<file path="config.mk">
export PLATFORM = sky130hd
export DESIGN_NAME = resp_tx_sequencer_flat
export DESIGN_NICKNAME = d
export VERILOG_FILES = /design/src/rtl/resp_tx_sequencer_pkg.sv /design/src/rtl/resp_tx_sequencer_if.sv /design/src/rtl/resp_tx_sequencer_pulse_hold_cnt.sv /design/src/rtl/resp_tx_sequencer.sv /design/src/flat_wrapper.sv
export SDC_FILE = /design/constraint.sdc
export NUM_CORES = 1
export LEC_CHECK = 0
export CAP_MARGIN = 40
export CORE_UTILIZATION = 50
export DETAILED_ROUTE_END_ITERATION = 7
export PLACE_DENSITY = 0.75
export REMOVE_ABC_BUFFERS = 1
export SLEW_MARGIN = 20
export SYNTH_ARGS = -nofsm -noshare
export SYNTH_HDL_FRONTEND = slang
export SYNTH_SLANG_ARGS = --single-unit
</file>
<file path="constraint.sdc">
create_clock -name REF_CLK -period 4.43 [get_ports REF_CLK]
set_clock_uncertainty 0.05 [all_clocks]
set_input_delay 0.886 -clock REF_CLK [delete_from_list [all_inputs] [get_ports REF_CLK]]
set_output_delay 0.886 -clock REF_CLK [all_outputs]
set_load 0.01 [all_outputs]
</file>
<file path="src/rtl/resp_tx_sequencer_pkg.sv">
// Shared system package for the response/TX sequencing path.
// Holds the sequencer FSM state encoding and the default timing constants
// (Data_Sync hold length, TX_Busy acknowledge timeout, timeout counter width).
package resp_tx_sequencer_pkg;

  typedef enum logic [2:0] {
    IDLE      = 3'd0,
    ARM       = 3'd1,
    HOLD      = 3'd2,
    WAIT_ACK  = 3'd3,
    WAIT_DONE = 3'd4
  } tx_state_e;

  localparam int unsigned HOLD_CYCLES_DEF = 16;
  localparam int unsigned ACK_TIMEOUT_DEF = 255;
  localparam int unsigned ACK_CNT_WIDTH   = 8;

endpackage

</file>
<file path="src/rtl/resp_tx_sequencer_if.sv">
// Bus bundle between the system controller / UART TX path and the response
// sequencer.
//   master : controller + UART side (drives read/ALU results and TX_Busy)
//   slave  : sequencer side (drives the TX byte, its valid level and status)
interface resp_tx_sequencer_if #(
  parameter int unsigned DATA_WIDTH    = 8,
  parameter int unsigned ALU_OUT_WIDTH = 16
);
  logic [DATA_WIDTH-1:0]    RdData;
  logic                     RdData_Valid;
  logic [ALU_OUT_WIDTH-1:0] ALU_OUT;
  logic                     ALU_OUT_VALID;
  logic                     TX_Busy;
  logic [DATA_WIDTH-1:0]    TX_P_DATA;
  logic                     TX_DATA_VALID;
  logic                     Resp_Busy;
  logic                     Overrun;
  logic                     Tx_Err;

  modport master (
    output RdData, RdData_Valid, ALU_OUT, ALU_OUT_VALID, TX_Busy,
    input  TX_P_DATA, TX_DATA_VALID, Resp_Busy, Overrun, Tx_Err
  );

  modport slave (
    input  RdData, RdData_Valid, ALU_OUT, ALU_OUT_VALID, TX_Busy,
    output TX_P_DATA, TX_DATA_VALID, Resp_Busy, Overrun, Tx_Err
  );
endinterface

</file>
<file path="src/rtl/resp_tx_sequencer_pulse_hold_cnt.sv">
// pulse_hold_cnt: small up-counter used for interval timing.
//   clk   : clock
//   rst_n : synchronous active-low reset
//   load  : clear the count (start a new interval)
//   en    : advance the count by one; saturates at all-ones, never wraps
//   done  : high while the current edge is the LIMIT-th counted edge since load
module pulse_hold_cnt #(
  parameter int unsigned WIDTH = 8,
  parameter int unsigned LIMIT = 255
) (
  input  logic clk,
  input  logic rst_n,
  input  logic load,
  input  logic en,
  output logic done
);
  logic [WIDTH-1:0] cnt;
  logic [WIDTH:0]   cnt_next;

  always_ff @(posedge clk) begin
    if (!rst_n) begin
      cnt <= '0;
    end else if (load) begin
      cnt <= '0;
    end else if (en && (cnt != '1)) begin
      cnt <= cnt + WIDTH'(1);
    end
  end

  // Compare one ahead so the owner can act on the same edge that completes
  // the interval.
  assign cnt_next = {1'b0, cnt} + (WIDTH + 1)'(1);
  assign done     = (cnt_next >= (WIDTH + 1)'(LIMIT));
endmodule

</file>
<file path="src/rtl/resp_tx_sequencer.sv">
// resp_tx_sequencer: serialises register-read and ALU results into bytes for
// the UART TX path, holding each byte's valid level long enough for the slow
// domain Data_Sync to capture it, then waiting for TX_Busy to rise and fall.
//   REF_CLK : system clock
//   RST     : synchronous active-low reset
//   bus     : slave side of resp_tx_sequencer_if
//             in : RdData/RdData_Valid, ALU_OUT/ALU_OUT_VALID, TX_Busy
//             out: TX_P_DATA, TX_DATA_VALID, Resp_Busy, Overrun, Tx_Err
module resp_tx_sequencer
  import resp_tx_sequencer_pkg::*;
#(
  parameter int unsigned DATA_WIDTH    = 8,
  parameter int unsigned ALU_OUT_WIDTH = 16,
  parameter int unsigned HOLD_CYCLES   = HOLD_CYCLES_DEF,
  parameter int unsigned ACK_TIMEOUT   = ACK_TIMEOUT_DEF
) (
  input logic                REF_CLK,
  input logic                RST,
  resp_tx_sequencer_if.slave bus
);
  localparam int unsigned HOLD_CNT_W = $clog2(HOLD_CYCLES + 1);

  tx_state_e                state;
  logic [ALU_OUT_WIDTH-1:0] buffer;
  logic [1:0]               count;
  logic [DATA_WIDTH-1:0]    tx_p_data;
  logic                     tx_data_valid;
  logic                     resp_busy;
  logic                     overrun;
  logic                     tx_err;

  logic hold_load, hold_en, hold_done;
  logic ack_load, ack_en, ack_done;
  logic strobe_any, strobe_both;

  assign strobe_any  = bus.RdData_Valid | bus.ALU_OUT_VALID;
  assign strobe_both = bus.RdData_Valid & bus.ALU_OUT_VALID;

  // Hold interval starts on the ARM->HOLD edge; timeout starts on HOLD->WAIT_ACK.
  assign hold_load = (state == ARM) && !bus.TX_Busy;
  assign hold_en   = (state == HOLD);
  assign ack_load  = (state == HOLD) && hold_done;
  assign ack_en    = (state == WAIT_ACK);

  pulse_hold_cnt #(
    .WIDTH (HOLD_CNT_W),
    .LIMIT (HOLD_CYCLES)
  ) u_hold_cnt (
    .clk   (REF_CLK),
    .rst_n (RST),
    .load  (hold_load),
    .en    (hold_en),
    .done  (hold_done)
  );

  pulse_hold_cnt #(
    .WIDTH (ACK_CNT_WIDTH),
    .LIMIT (ACK_TIMEOUT)
  ) u_ack_cnt (
    .clk   (REF_CLK),
    .rst_n (RST),
    .load  (ack_load),
    .en    (ack_en),
    .done  (ack_done)
  );

  always_ff @(posedge REF_CLK) begin
    if (!RST) begin
      state         <= IDLE;
      buffer        <= '0;
      count         <= '0;
      tx_p_data     <= '0;
      tx_data_valid <= 1'b0;
      resp_busy     <= 1'b0;
      overrun       <= 1'b0;
      tx_err        <= 1'b0;
    end else begin
      // In IDLE only the losing half of a simultaneous pair is dropped;
      // elsewhere every strobe is dropped.
      overrun <= (state == IDLE) ? strobe_both : strobe_any;
      tx_err  <= 1'b0;

      unique case (state)
        IDLE: begin
          if (bus.RdData_Valid) begin
            buffer    <= ALU_OUT_WIDTH'(bus.RdData);
            count     <= 2'd1;
            tx_p_data <= bus.RdData;
            resp_busy <= 1'b1;
            state     <= ARM;
          end else if (bus.ALU_OUT_VALID) begin
            buffer    <= bus.ALU_OUT;
            count     <= 2'd2;
            tx_p_data <= bus.ALU_OUT[DATA_WIDTH-1:0];
            resp_busy <= 1'b1;
            state     <= ARM;
          end
        end

        ARM: begin
          tx_p_data <= buffer[DATA_WIDTH-1:0];
          if (!bus.TX_Busy) begin
            tx_data_valid <= 1'b1;
            state         <= HOLD;
          end
        end

        HOLD: begin
          if (hold_done) begin
            tx_data_valid <= 1'b0;
            state         <= WAIT_ACK;
          end
        end

        WAIT_ACK: begin
          if (bus.TX_Busy) begin
            state <= WAIT_DONE;
          end else if (ack_done) begin
            tx_err    <= 1'b1;
            buffer    <= '0;
            count     <= '0;
            resp_busy <= 1'b0;
            state     <= IDLE;
          end
        end

        WAIT_DONE: begin
          if (!bus.TX_Busy) begin
            if (count == 2'd1) begin
              count     <= '0;
              resp_busy <= 1'b0;
              state     <= IDLE;
            end else begin
              // Remaining byte moves down so ARM always sends the low byte.
              count     <= count - 2'd1;
              buffer    <= buffer >> DATA_WIDTH;
              tx_p_data <= buffer[ALU_OUT_WIDTH-1 -: DATA_WIDTH];
              state     <= ARM;
            end
          end
        end

        default: begin
          state <= IDLE;
        end
      endcase
    end
  end

  assign bus.TX_P_DATA     = tx_p_data;
  assign bus.TX_DATA_VALID = tx_data_valid;
  assign bus.Resp_Busy     = resp_busy;
  assign bus.Overrun       = overrun;
  assign bus.Tx_Err        = tx_err;
endmodule

</file>
<file path="src/flat_wrapper.sv">
// flat-port wrapper written by rule: the top's interface ports become plain ports
module resp_tx_sequencer_flat import resp_tx_sequencer_pkg::*;
#(
  parameter int unsigned DATA_WIDTH    = 8,
  parameter int unsigned ALU_OUT_WIDTH = 16,
  parameter int unsigned HOLD_CYCLES   = HOLD_CYCLES_DEF,
  parameter int unsigned ACK_TIMEOUT   = ACK_TIMEOUT_DEF
)
  (REF_CLK, RST, bus_RdData, bus_RdData_Valid, bus_ALU_OUT, bus_ALU_OUT_VALID, bus_TX_Busy, bus_TX_P_DATA, bus_TX_DATA_VALID, bus_Resp_Busy, bus_Overrun, bus_Tx_Err);
  resp_tx_sequencer_if #(.DATA_WIDTH(DATA_WIDTH), .ALU_OUT_WIDTH(ALU_OUT_WIDTH)) bus_i ();
  input logic REF_CLK;
  input logic RST;
  input wire logic [$bits(bus_i.RdData)-1:0] bus_RdData;
  input wire logic [$bits(bus_i.RdData_Valid)-1:0] bus_RdData_Valid;
  input wire logic [$bits(bus_i.ALU_OUT)-1:0] bus_ALU_OUT;
  input wire logic [$bits(bus_i.ALU_OUT_VALID)-1:0] bus_ALU_OUT_VALID;
  input wire logic [$bits(bus_i.TX_Busy)-1:0] bus_TX_Busy;
  output wire logic [$bits(bus_i.TX_P_DATA)-1:0] bus_TX_P_DATA;
  output wire logic [$bits(bus_i.TX_DATA_VALID)-1:0] bus_TX_DATA_VALID;
  output wire logic [$bits(bus_i.Resp_Busy)-1:0] bus_Resp_Busy;
  output wire logic [$bits(bus_i.Overrun)-1:0] bus_Overrun;
  output wire logic [$bits(bus_i.Tx_Err)-1:0] bus_Tx_Err;
  assign bus_i.RdData = bus_RdData;
  assign bus_i.RdData_Valid = bus_RdData_Valid;
  assign bus_i.ALU_OUT = bus_ALU_OUT;
  assign bus_i.ALU_OUT_VALID = bus_ALU_OUT_VALID;
  assign bus_i.TX_Busy = bus_TX_Busy;
  assign bus_TX_P_DATA = bus_i.TX_P_DATA;
  assign bus_TX_DATA_VALID = bus_i.TX_DATA_VALID;
  assign bus_Resp_Busy = bus_i.Resp_Busy;
  assign bus_Overrun = bus_i.Overrun;
  assign bus_Tx_Err = bus_i.Tx_Err;
  resp_tx_sequencer #(.DATA_WIDTH(DATA_WIDTH), .ALU_OUT_WIDTH(ALU_OUT_WIDTH), .HOLD_CYCLES(HOLD_CYCLES), .ACK_TIMEOUT(ACK_TIMEOUT)) u_core (.REF_CLK(REF_CLK), .RST(RST), .bus(bus_i));
endmodule
</file>
Yosys cells after proc, flatten, opt, wreduce, memory -nomap -nowiden
Index checks and enable logic that the tools add are counted.
{"block": "op_classes", "addsub": 5, "n_lt_le_gt_ge": 2, "n_eq_ne": 16, "mux": 40, "n_bitwise": 4, "n_reduce_logical": 18}
{"cell": "$mux 16", "n": 6}
{"cell": "$pmux 16 s3", "n": 1}
{"cell": "$mux 8", "n": 4}
{"cell": "$pmux 8 s3", "n": 1}
{"cell": "$mux 3", "n": 7}
{"cell": "$pmux 3 s5", "n": 1}
{"cell": "$mux 2", "n": 6}
{"cell": "$reduce_and 6->1", "n": 2}
{"cell": "$mux 1", "n": 11}
{"cell": "$reduce_and 5->1", "n": 2}
{"cell": "$add 8x1->9 const B", "n": 1}
{"cell": "$ge 9x8->1 const B", "n": 1}
{"cell": "$add 8x1->8 const B", "n": 1}
{"cell": "$ne 2x2->1 const B", "n": 4}
{"cell": "$ne 8x8->1 const B", "n": 1}
{"cell": "$add 5x1->6 const B", "n": 1}
{"cell": "$eq 3x2->1 const B", "n": 2}
{"cell": "$ge 6x5->1 const B", "n": 1}
{"cell": "$ne 2x1->1 const B", "n": 3}
{"cell": "$pmux 2 s3", "n": 1}
{"cell": "$reduce_bool 3->1", "n": 2}
{"cell": "$add 5x1->5 const B", "n": 1}
{"cell": "$ne 5x5->1 const B", "n": 1}
{"cell": "$logic_and 1x1->1", "n": 4}
{"cell": "18 further kinds", "n": 20}
{"block": "totals", "reg_bits": 46, "inputBits": 29, "out_inout_bits": 12, "wordCells": 95}

Depth between registers and ports, before layout
Gate-level depths: netlist of the first run.
{"block": "depth", "ltp_word": 5, "mapped_depth": 9, "mapped_depth_nobuf": 7}

Modules after synthesis
Synthesis of the first run repeated with hierarchy kept, for this count alone.
{"block": "hier_totals", "hier_cells": 308, "hier_area_um2": 2646.3}
{"mod": "resp_tx_sequencer", "n_inst": 1, "cells_each": 221, "area_each_um2": 1875.5, "seq_area_each_um2": 660.6}
{"mod": "pulse_hold_cnt at u_core.u_ack_cnt", "n_inst": 1, "cells_each": 59, "area_each_um2": 516.7, "seq_area_each_um2": 160.2}
{"mod": "pulse_hold_cnt at u_core.u_hold_cnt", "n_inst": 1, "cells_each": 28, "area_each_um2": 254.0, "seq_area_each_um2": 100.1}

Least setup slack after synthesis of the first run
Ideal clock, no wire load.
{"block": "synth_path", "path_kind": "input -> register", "start": "in bus_RdData_Valid", "end": "reg u_core.tx_p_data[0], in the netlist u_core.bus.TX_P_DATA[0]", "setup_time_ns": 0.128, "arrival_time_ns": 2.104, "required_time_ns": 4.252, "path_slack_ns": 2.148, "cell_stages": 6, "path_buffers": 2, "path_cell_list": "buf_4 -> buf_2 -> nor4_1 -> nor3_2 -> mux2i_1 -> nor2_1"}
{"block": "synth_between", "elab_chain_cells": 2, "word_cells_on_any_way": 4, "classes_between": "eq/ne: 1; mux: 2; reduce/logical: 1"}
{"item": "start, declared", "line": "flat_wrapper.sv:14", "text": "input wire logic [$bits(bus_i.RdData_Valid)-1:0] bus_RdData_Valid;"}
{"item": "$ne 3x3->1 (no line) or $mux 8 (tied branches)"}
{"item": "$reduce_and 4->1 (no line) or $pmux 8 s3 (tied branches)"}
{"item": "end signal, assigned", "line": "resp_tx_sequencer.sv:88", "text": "tx_p_data <= bus.RdData;"}
{"item": "end signal, assigned", "line": "resp_tx_sequencer.sv:94", "text": "tx_p_data <= bus.ALU_OUT[DATA_WIDTH-1:0];"}
{"item": "end signal, assigned", "line": "resp_tx_sequencer.sv:101", "text": "tx_p_data <= buffer[DATA_WIDTH-1:0];"}
{"item": "end, declared", "line": "resp_tx_sequencer.sv:26", "text": "logic [DATA_WIDTH-1:0] tx_p_data;"}
Several ways; a longest one is shown, not always the timed one.
A chain may end at the register's enable or synchronous reset.

Final worst setup path of the first run
{"block": "layout_path", "start": "in bus_RdData_Valid", "end": "reg u_core.resp_busy, in the netlist u_core.bus.Resp_Busy"}
{"block": "layout_between", "elab_chain_cells": 2, "word_cells_on_any_way": 4, "classes_between": "eq/ne: 1; mux: 2; reduce/logical: 1"}
{"item": "$ne 3x3->1 (no line) or $mux 1 (tied branches)"}
{"item": "$reduce_and 6->1 (no line) or $pmux 1 s3 (tied branches)"}
{"item": "end signal, assigned", "line": "resp_tx_sequencer.sv:74", "text": "resp_busy <= 1'b0;"}
{"item": "end signal, assigned", "line": "resp_tx_sequencer.sv:89", "text": "resp_busy <= 1'b1;"}
{"item": "end signal, assigned", "line": "resp_tx_sequencer.sv:95", "text": "resp_busy <= 1'b1;"}
{"item": "end, declared", "line": "resp_tx_sequencer.sv:28", "text": "logic resp_busy;"}
Several ways; a longest one is shown, not always the timed one.

==> results of run 1 <==
[placed cells by master, fill, tap and decap left out, types with 7 or more instances in the layout]
cell | synthesis | routed
nor2_1 | 44 | 44
o22ai_1 | 9 | 9
dfxtp_1 | 46 | 46
mux2i_1 | 20 | 20
o21ai_0 | 15 | 15
clkdlybuf4s50_1 | 0 | 40
a21oi_1 | 17 | 17
o22a_1 | 8 | 8
o221a_2 | 17 | 17
nand2_1 | 38 | 38
inv_1 | 7 | 7
mux2_2 | 8 | 8
[final timing paths]
path / start / end / slack [ns] / cells past startpoint
min reg2reg: u_core.count[1]$_SDFFE_PN0P_ / u_core.count[1]$_SDFFE_PN0P_ / 0.42 / 2
max reg2reg: u_core.state[2]$_SDFFE_PN0P_ / u_core.bus.Resp_Busy$_SDFFE_PN0P_ / 1.58 / 6
min: u_core.count[1]$_SDFFE_PN0P_ / u_core.count[1]$_SDFFE_PN0P_ / 0.42 / 2
max: bus_RdData_Valid / u_core.bus.Resp_Busy$_SDFFE_PN0P_ / 1.58 / 6
[flip-flops by register name, indices dropped and copies added, names as in the netlist]
signal / count
u_core.bus.TX_DATA_VALID: 1
u_core.bus.Overrun: 1
u_core.bus.Resp_Busy: 1
u_core.bus.Tx_Err: 1
u_core.count: 2
u_core.state: 3
u_core.buffer: 16
u_core.bus.TX_P_DATA: 8
u_core.u_hold_cnt.cnt: 5
u_core.u_ack_cnt.cnt: 8
[layout make-up]
cell class	count	area, um^2	area share
clock buffer	6	82.58	0.02540
clock inverter	2	60.06	0.01848
inverter	8	30.03	0.009238
multi-input combinational	248	1634	0.5027
sequential	46	920.9	0.2833
tap	70	87.58	0.02694
timing repair buffer	45	435.4	0.1339
[routing by layer]
metal  vias up  global-route usage
li1       1229                   -
met4         0              0.1193
met3        15             0.04762
met2       102              0.4216
met5         -                   0
met1      1193              0.2944
[worst max-delay path, cell delays in order]
cell	delay, ns
clkdlybuf4s50_1	0.70
nor3_1	0.14
o32a_1	0.41
inv_1	0.07
nand3_1	0.36
o221a_2	0.43
[through the flow]
stage	instance area, um^2	std cells	utilization
floorplan	2585	302	-
global placement	3095	415	0.6022
detailed placement	3103	416	0.6037
CTS	3246	424	0.6315
global route	3251	425	0.6324
finish	3251	425	0.6324
[report_power, final]
group | switching [mW] | internal (mW)
Combinational | 0.149 | 0.156
Clock | 0.148 | 0.241
Sequential | 0.0345 | 0.455
[kinds of logic (layout without fill, tap and decap cells)]
family	after synthesis	count (layout)	synth area share
AOI/OAI and AO/OA	81	81	0.2278
xor gates and xnor gates	11	11	0.03573
adders and majority gates	5	5	0.02320
buffers and inverters	30	61	0.05243
DFF	46	46	0.3415
muxes	28	28	0.1077
and+or+nand+nor	123	123	0.2116
==> flow_summary_export.csv, run 1 <==
group,metric,value,unit
placed_design,place_ws,1.297,ns
final_layout,antenna_cells,0,
cts,cts_buffer_depth,2,
yosys,synth_top_area_share,0.3415,
setup_path,crit_fanout,11,
final_layout,num-fill-cells,469,
timing,finalHoldViolations,0,
yosys,synth.distinct_cells,46,
timing,period_share,0.6443,
global_routing,grt_pass1_wl,10460,um
timing,rsz0062_at_grt,"no",
floorplan,core-area,5140,um^2
timing,post-route-worst-setup-slack,1.576,ns
yosys,synth_ff_type,"dfxtp_1",
routing,wl_met3,358,um
routing,drt_pass1_iterations,5,
yosys,synth-async-reset-ratio,0,
routing,wl_met1,2917,um
final_layout,layout-drive-gt1-share,0.1352,
setup_path,end_kind,"flip-flop",
routing,avgRoutedWirePerCell,15.72,um
timing,fin_tns_setup,0,ns
yosys,postSynthCellCount,324,
routing,top_layer_used,"met4",
timing,worst_pin_slew,0.8000,ns
yosys,yosysSeqAreaShare,0.3415,
routing,met2WireLength,3264,um
cts,cts-root-buf,"clkbuf_8",
cts,cts.sinks,46,
floorplan,pin_count,41,
cts,cts_buffers,5,
yosys,synth_edf_count,0,
global_routing,groute.usage.overall,0.2455,
timing,slew_violations,0,
setup_path,required,4.58,ns
power,p_leak,1.269,nW
floorplan,dieArea,5690,um^2
global_routing,grt_max_degree,26,
routing,wl,6680,um
yosys,synthTopCellsByArea,"dfxtp_1 (34%), mux2i_1 (7.4%), o221a_2 (7.1%), nor2_1 (6.1%), nand2_1 (5.3%)",
cts,clock_latency,0.30,ns
cts,cts.htree.levels,2,
yosys,yosys_warnings,0,
timing,slew-limit-headroom,0.4647,
power,power.density,364.0,nW/um^2
floorplan,die_w,75.44,um
global_routing,grt_overflow_total,0,
setup_path,path_class,"in -> reg",
timing,period_needed,2.854,ns
routing,drc,0,
yosys,synth_area_leader_cell,"dfxtp_1",
global_routing,grt_pass1_vias,2330,
worst_hold_path,hp-class,"reg -> reg",
yosys,synth-seq-cells,46,
yosys,avgSynthCellArea,8.322,um^2
run,drv_cap,0,
timing,setup_viol,0,
final_layout,area_growth,20.56,%
placed_design,dp.final_hpwl,4535,um
yosys,synthesis.area,2696,um^2
power,peakVddDrop,205.6,uV
floorplan,die_h,75.44,um
yosys,synthMostInstantiatedCell,"dfxtp_1",
run_status,outcome,"finished, final reports clean",
placed_design,port_buffers,40,
timing,max_freq,350.4,MHz
routing,drt_iter0_markers,164,
routing,vias,2539,
placed_design,gp_congestion,0.8939,
yosys,synthTopCellsByCount,"dfxtp_1 (46), nor2_1 (44), nand2_1 (38), mux2i_1 (20)",
timing,whs,0.4164,ns
cts,hold_buffers,0,
routing,vias_per_cell,5.974,
cts,cts_setup_buffers,0,
setup_path,cp-start-kind,"primary input",
floorplan,rows,26,
final_layout,final_nets,388,
routing,detail-route-antenna-nets,0,
cts,ctsResizeCount,0,
setup_path,arrival,3.00,ns
cts,cts_tree,"yes",
floorplan,start_util,0.5246,
cts,clkTransAtPathRegs,0.09,ns
global_routing,antenna_found_initial,0,
power,fin_total_pwr,1.183,mW
(Power assumes the default switching activity.)
==> run 2, diff against run 1 <==
==> constraint.sdc (replaced) <==
create_clock -name REF_CLK -period 3 [get_ports REF_CLK]
set_clock_uncertainty 0.05 [all_clocks]
set_input_delay 0.6 -clock REF_CLK [delete_from_list [all_inputs] [get_ports REF_CLK]]
set_output_delay 0.6 -clock REF_CLK [all_outputs]
set_load 0.01 [all_outputs]
==> run 2 against run 1 <==
  * First-iteration DRC count rose by 8.5%
  * Non-clock buffer count rose by 7
  * Sequential power rose by 48%
  * Largest cell class unchanged
  * Largest power group unchanged
==> flow_summary_export.csv, run 2 (synthesis results as in run 1) <==
group,metric,value,unit
global_routing,antenna_found_initial,0,
timing,period_needed,2.264,ns
floorplan,core-area,5140,um^2
final_layout,antenna_cells,0,
routing,wl,6565,um
global_routing,grt_pass1_vias,2294,
setup_path,cpMaxStageDelayCell,"dfxtp_1",
final_layout,layout-drive-gt1-share,0.1492,
final_layout,top_register,"u_core.buffer",
cts,cts_buffers,5,
cts,ctsResizeCount,0,
final_layout,final_nets,395,
setup_path,path_cells,"inv_1 > ha_1 > o21bai_1 > nand3_1 > o211ai_1 > nand3_1 > buf_4 > o221a_2",
routing,avgRoutedWirePerCell,15.20,um
timing,max_freq,441.7,MHz
global_routing,grt_util_met1,0.2926,
setup_path,path_class,"reg -> reg",
cts,clkTransAtPathRegs,0.08,ns
timing,slew-limit-headroom,0.5281,
setup_path,crit_fanout,6,
final_layout,largest_reg_flops,16,
global_routing,groute.usage.overall,0.2427,
floorplan,die_w,75.44,um
setup_path,critPathMaxStageDelay,0.44,ns
worst_hold_path,hp-class,"reg -> reg",
setup_path,end_kind,"flip-flop",
placed_design,dp.final_hpwl,4502,um
placed_design,port_buffers,40,
global_routing,grt_overflow_total,0,
global_routing,grt_pass1_wl,10390,um
floorplan,dieArea,5690,um^2
placed_design,gp_congestion,0.8410,
timing,rsz0062_at_grt,"no",
global_routing,use_met3,0.04233,
cts,cts.htree.levels,2,
timing,period_share,0.7546,
final_layout,area_growth,20.70,%
timing,finalHoldViolations,0,
cts,cts_setup_buffers,0,
run,drv_cap,0,
setup_path,required,3.14,ns
power,peakVddDrop,271.9,uV
global_routing,busiest_layer,"met2",
routing,drt_iter0_markers,178,
floorplan,pin_count,41,
cts,cts.sinks,46,
setup_path,cp-start-kind,"flip-flop",
setup_path,arrival,2.41,ns
cts,cts_tree,"yes",
timing,slew_violations,0,
cts,cts_buffer_depth,2,
final_layout,final_cell_mix,"dfxtp_1 (46), nor2_1 (44), clkdlybuf4s50_1 (40), nand2_1 (38), mux2i_1 (20)",
placed_design,dp_cells,424,
setup_path,cpMostUsedCell,"nand3_1",
routing,detail-route-antenna-nets,0,
cts,hold_buffers,0,
timing,worst_pin_slew,0.7036,ns
routing,drt_pass1_iterations,4,
timing,setup_viol,0,
power,fin_total_pwr,1.576,mW
global_routing,grt_max_degree,25,
floorplan,start_util,0.5246,
timing,whs,0.4149,ns
global_routing,grt_util_met2,0.4216,
run_status,outcome,"finished, final reports clean",
routing,drc,0,
floorplan,rows,26,
routing,vias_per_cell,5.819,
routing,vias,2514,
timing,fin_tns_setup,0,ns
power,p_leak,1.280,nW
power,power.density,484.1,nW/um^2
final_layout,layout.cells.non_filler,432,
cts,clock_latency,0.30,ns
cts,cts-root-buf,"clkbuf_8",
floorplan,die_h,75.44,um
final_layout,final_common_cell,"dfxtp_1",
## run 2: changes by cell type in the layout (fill, tap and decap cells not counted), sizes merged
cell,previous run,this run
buf,4,12
bufinv,2,0
clkinv,1,2
## run 2: final timing paths
kind,startpoint,end,slack (ns),cells after the start
worst min-delay path,u_core.count[1]$_SDFFE_PN0P_,u_core.count[1]$_SDFFE_PN0P_,0.41,2
worst min register to register,u_core.count[1]$_SDFFE_PN0P_,u_core.count[1]$_SDFFE_PN0P_,0.41,2
worst max-delay path,u_core.u_ack_cnt.cnt[0]$_SDFFE_PP0P_,u_core.bus.Resp_Busy$_SDFFE_PN0P_,0.74,8
worst max register to register,u_core.u_ack_cnt.cnt[0]$_SDFFE_PP0P_,u_core.bus.Resp_Busy$_SDFFE_PN0P_,0.74,8
## run 2: area by class of cell
| class | count | area, um^2 |
|---|---|---|
| clock inverter | 1 | 5.005 |
| clock buffer | 7 | 86.33 |
| timing repair buffer | 52 | 490.5 |
| multi-input combinational | 248 | 1634 |
| tap | 70 | 87.58 |
| sequential | 46 | 920.9 |
| inverter | 8 | 30.03 |
| fill | 474 | 1886 |
## run 2: critical path: cells and delay by family, from the launching register on
family / cells / cell delay (ns)
AOI/OAI and AO/OA: 3 / 0.80
adders and majority gates: 1 / 0.31
buffers and inverters: 2 / 0.27
DFF: 1 / 0.44
and+or+nand+nor: 2 / 0.29
## run 2: layer usage
metal	vias up	routed length, um
li1	1248	-
met1	1171	2886
met2	80	3192
met3	15	346
met4	0	140
met5	-	0
## run 2: metrics by stage
stage / utilization / worst slack [ns] / instance area, um^2
2_1_floorplan: - / 0.7818 / 2585
3_3_place_gp: 0.6154 / 0.4985 / 3163
3_5_place_dp: 0.6154 / 0.4794 / 3163
4_1_cts: 0.6332 / 0.7449 / 3254
5_1_grt: 0.6332 / 0.5977 / 3254
6_report: 0.6332 / 0.7361 / 3254
## run 2: power breakdown
part | internal [mW] | total, mW | switching [mW]
Sequential | 0.671 | 0.722 | 0.0502
Combinational | 0.242 | 0.461 | 0.220
Clock | 0.186 | 0.392 | 0.206
==> run 3, diff against run 2 <==
--- a/config.mk
+++ b/config.mk
@@ -6,9 +6,9 @@
 export NUM_CORES = 1
 export LEC_CHECK = 0
 export CAP_MARGIN = 40
-export CORE_UTILIZATION = 50
+export CORE_UTILIZATION = 49
 export DETAILED_ROUTE_END_ITERATION = 7
-export PLACE_DENSITY = 0.75
+export PLACE_DENSITY = 0.76
 export REMOVE_ABC_BUFFERS = 1
 export SLEW_MARGIN = 20
 export SYNTH_ARGS = -nofsm -noshare
==> constraint.sdc (replaced) <==
create_clock -name REF_CLK -period 2 [get_ports REF_CLK]
set_clock_uncertainty 0.05 [all_clocks]
set_input_delay 0.4 -clock REF_CLK [delete_from_list [all_inputs] [get_ports REF_CLK]]
set_output_delay 0.4 -clock REF_CLK [all_outputs]
set_load 0.01 [all_outputs]
==> run 3 against run 2 <==
  * Count of clock-buffer cells in the layout decreased by 2
  * Critical endpoint is now u_core.state[1]$_SDFFE_PN0P_
  * Register-to-register slack got worse by 0.69 ns
  * Worst hold slack improved by 0.012 ns
  * Utilization increased by 6.6 points
  * Die area increased by 2.0%
  * Maximum frequency increased by 16%
  * First-iteration DRC count increased by 26%
  * Largest cell class unchanged
  * Non-clock buffer count increased by 32
  * Via count increased by 8.4%
  * Sequential power increased by 48%
  * Critical path depth decreased by 1
  * Wire length increased by 11%
==> flow_summary_export.csv, run 3 (synthesis results as in run 1) <==
group,metric,value,unit
timing,slew_violations,0,
placed_design,dp.final_hpwl,5164,um
routing,wl_met1,3052,um
floorplan,pin_count,41,
cts,cts_buffers,5,
setup_path,crit_start,"u_core.u_ack_cnt.cnt[1]$_SDFFE_PP0P_",
power,power.density,679.8,nW/um^2
setup_path,critPathTopFamily,"simple AND/OR/NAND/NOR gates",
setup_path,end_kind,"flip-flop",
timing,setup_viol,0,
setup_path,cpMaxStageDelayCell,"dfxtp_2",
run_status,outcome,"finished, final reports clean",
routing,wl,7283,um
timing,slew-limit-headroom,0.6491,
final_layout,final_nets,427,
global_routing,grt_max_degree,22,
timing,period_needed,1.956,ns
setup_path,reg2reg_depth,7,
run,drv_cap,0,
global_routing,grt_pass1_wl,12140,um
worst_hold_path,hp-class,"reg -> reg",
timing,finalHoldViolations,0,
timing,whs,0.4273,ns
routing,drt_pass1_iterations,4,
final_layout,layout-drive-gt1-share,0.2545,
placed_design,gp_congestion,0.9142,
cts,cts_tree,"yes",
floorplan,start_util,0.5180,
setup_path,regToRegStartpoint,"u_core.u_ack_cnt.cnt[1]$_SDFFE_PP0P_",
setup_path,worst-path-stages,7,
placed_design,port_buffers,40,
global_routing,antenna_found_initial,0,
setup_path,arrival,2.13,ns
setup_path,path_class,"reg -> reg",
cts,clock_latency,0.31,ns
timing,rsz0062_at_grt,"yes",
floorplan,dieArea,5803,um^2
routing,detail-route-antenna-nets,0,
routing,avgRoutedWirePerCell,15.73,um
final_layout,top_register,"u_core.buffer",
routing,wl_met3,381,um
routing,met2WireLength,3638,um
setup_path,critPathMaxStageDelay,0.37,ns
final_layout,post-route-util,0.6993,
global_routing,groute.usage.overall,0.2606,
final_layout,final_cell_mix,"nor2_1 (44), dfxtp_1 (43), clkdlybuf4s50_1 (39), buf_4 (39), nand2_1 (38)",
cts,cts.sinks,46,
final_layout,final_area,3640,um^2
routing,vias_per_cell,5.883,
setup_path,crit_fanout,5,
power,peakVddDrop,336.1,uV
timing,fin_tns_setup,0,ns
final_layout,area_growth,34.99,%
global_routing,grt_pass1_vias,2674,
floorplan,core-area,5205,um^2
setup_path,required,2.17,ns
setup_path,critPathBufInv,0,
global_routing,grt_overflow_total,0,
floorplan,die_h,76.18,um
final_layout,largest_reg_flops,16,
final_layout,antenna_cells,0,
floorplan,rows,26,
setup_path,path_cells,"ha_4 > and2_1 > and2_2 > xnor2_1 > nor4_1 > or3_1 > a221oi_2",
placed_design,dpl-instance-area,3413,um^2
routing,top_layer_used,"met4",
cts,cts.htree.levels,2,
cts,clkTransAtPathRegs,0.08,ns
worst_hold_path,hold_path_depth,2,
final_layout,final_common_cell,"nor2_1",
cts,cts_buffer_depth,2,
routing,drc,0,
routing,vias,2724,
setup_path,cp-start-kind,"flip-flop",
routing,drt_iter0_markers,225,
timing,period_share,0.9779,
power,p_leak,1.485,nW
worst_hold_path,hold_start,"u_core.count[1]$_SDFFE_PN0P_",
timing,max_freq,511.3,MHz
floorplan,die_w,76.18,um
timing,worst_pin_slew,0.5216,ns
cts,cts-root-buf,"clkbuf_8",
==> run 3: changes by cell type in the layout (fill, tap and decap cells not counted), sizes merged <==
| cell | delta |
|---|---|
| clkdlybuf4s50 | -1 |
| clkinv | +1 |
| clkbuf | -2 |
| buf | +32 |
| dlymetal6s2s | +1 |
==> run 3: area by class of cell <==
| class | count | area, um^2 |
|---|---|---|
| Clock inverter | 2 | 10.01 |
| Fill cell | 422 | 1565 |
| Clock buffer | 5 | 68.82 |
| Inverter | 8 | 30.03 |
| Timing Repair Buffer | 84 | 769.5 |
| Tap cell | 70 | 87.58 |
| Multi-Input combinational cell | 248 | 1747 |
| Sequential cell | 46 | 927.1 |
==> run 3: metal layers <==
layer | vias up | track usage
met5 | - | 0
met4 | 0 | 0.1308
met3 | 20 | 0.04072
met1 | 1291 | 0.2897
met2 | 106 | 0.4791
li1 | 1307 | -
==> run 3: report_power, final <==
part / switching (mW) / internal [mW] / total (mW)
logic: 0.388 / 0.457 / 0.845
clock network: 0.322 / 0.235 / 0.557
registers: 0.0653 / 1.01 / 1.07
==> run 3: worst min-delay path: cells and delay by family, from the launching register on <==
kind / cells / cell delay [ns]
flops: 1 / 0.32
mux: 1 / 0.06
simple gates: 1 / 0.06
==> run 3: timing repair <==
item | in CTS | in global routing
setup endpoints to repair | 13 | 28
hold buffers | 0 | 0
buffers inserted | 3 | 0
pin swaps | 6 | 1
gates resized for setup | 14 | 12
==> run 3: path summary, 6_finish.rpt <==
kind | to | slack, ns
setup / recovery | u_core.state[1]$_SDFFE_PN0P_ | 0.04
hold / removal | u_core.count[1]$_SDFFE_PN0P_ | 0.43
setup reg to reg | u_core.state[1]$_SDFFE_PN0P_ | 0.04
hold reg to reg | u_core.count[1]$_SDFFE_PN0P_ | 0.43
==> run 3: per-stage QoR <==
step / instances / total power [mW] / setup WS [ns]
6_report: 463 / 2.474 / 0.04411
5_1_grt: 463 / 2.601 / -0.04291
4_1_cts: 463 / 2.458 / 0.003857
3_5_place_dp: 454 / 1.877 / -0.3422
3_3_place_gp: 453 / 1.853 / -0.3612
2_1_floorplan: 302 / 1.515 / -0.2182
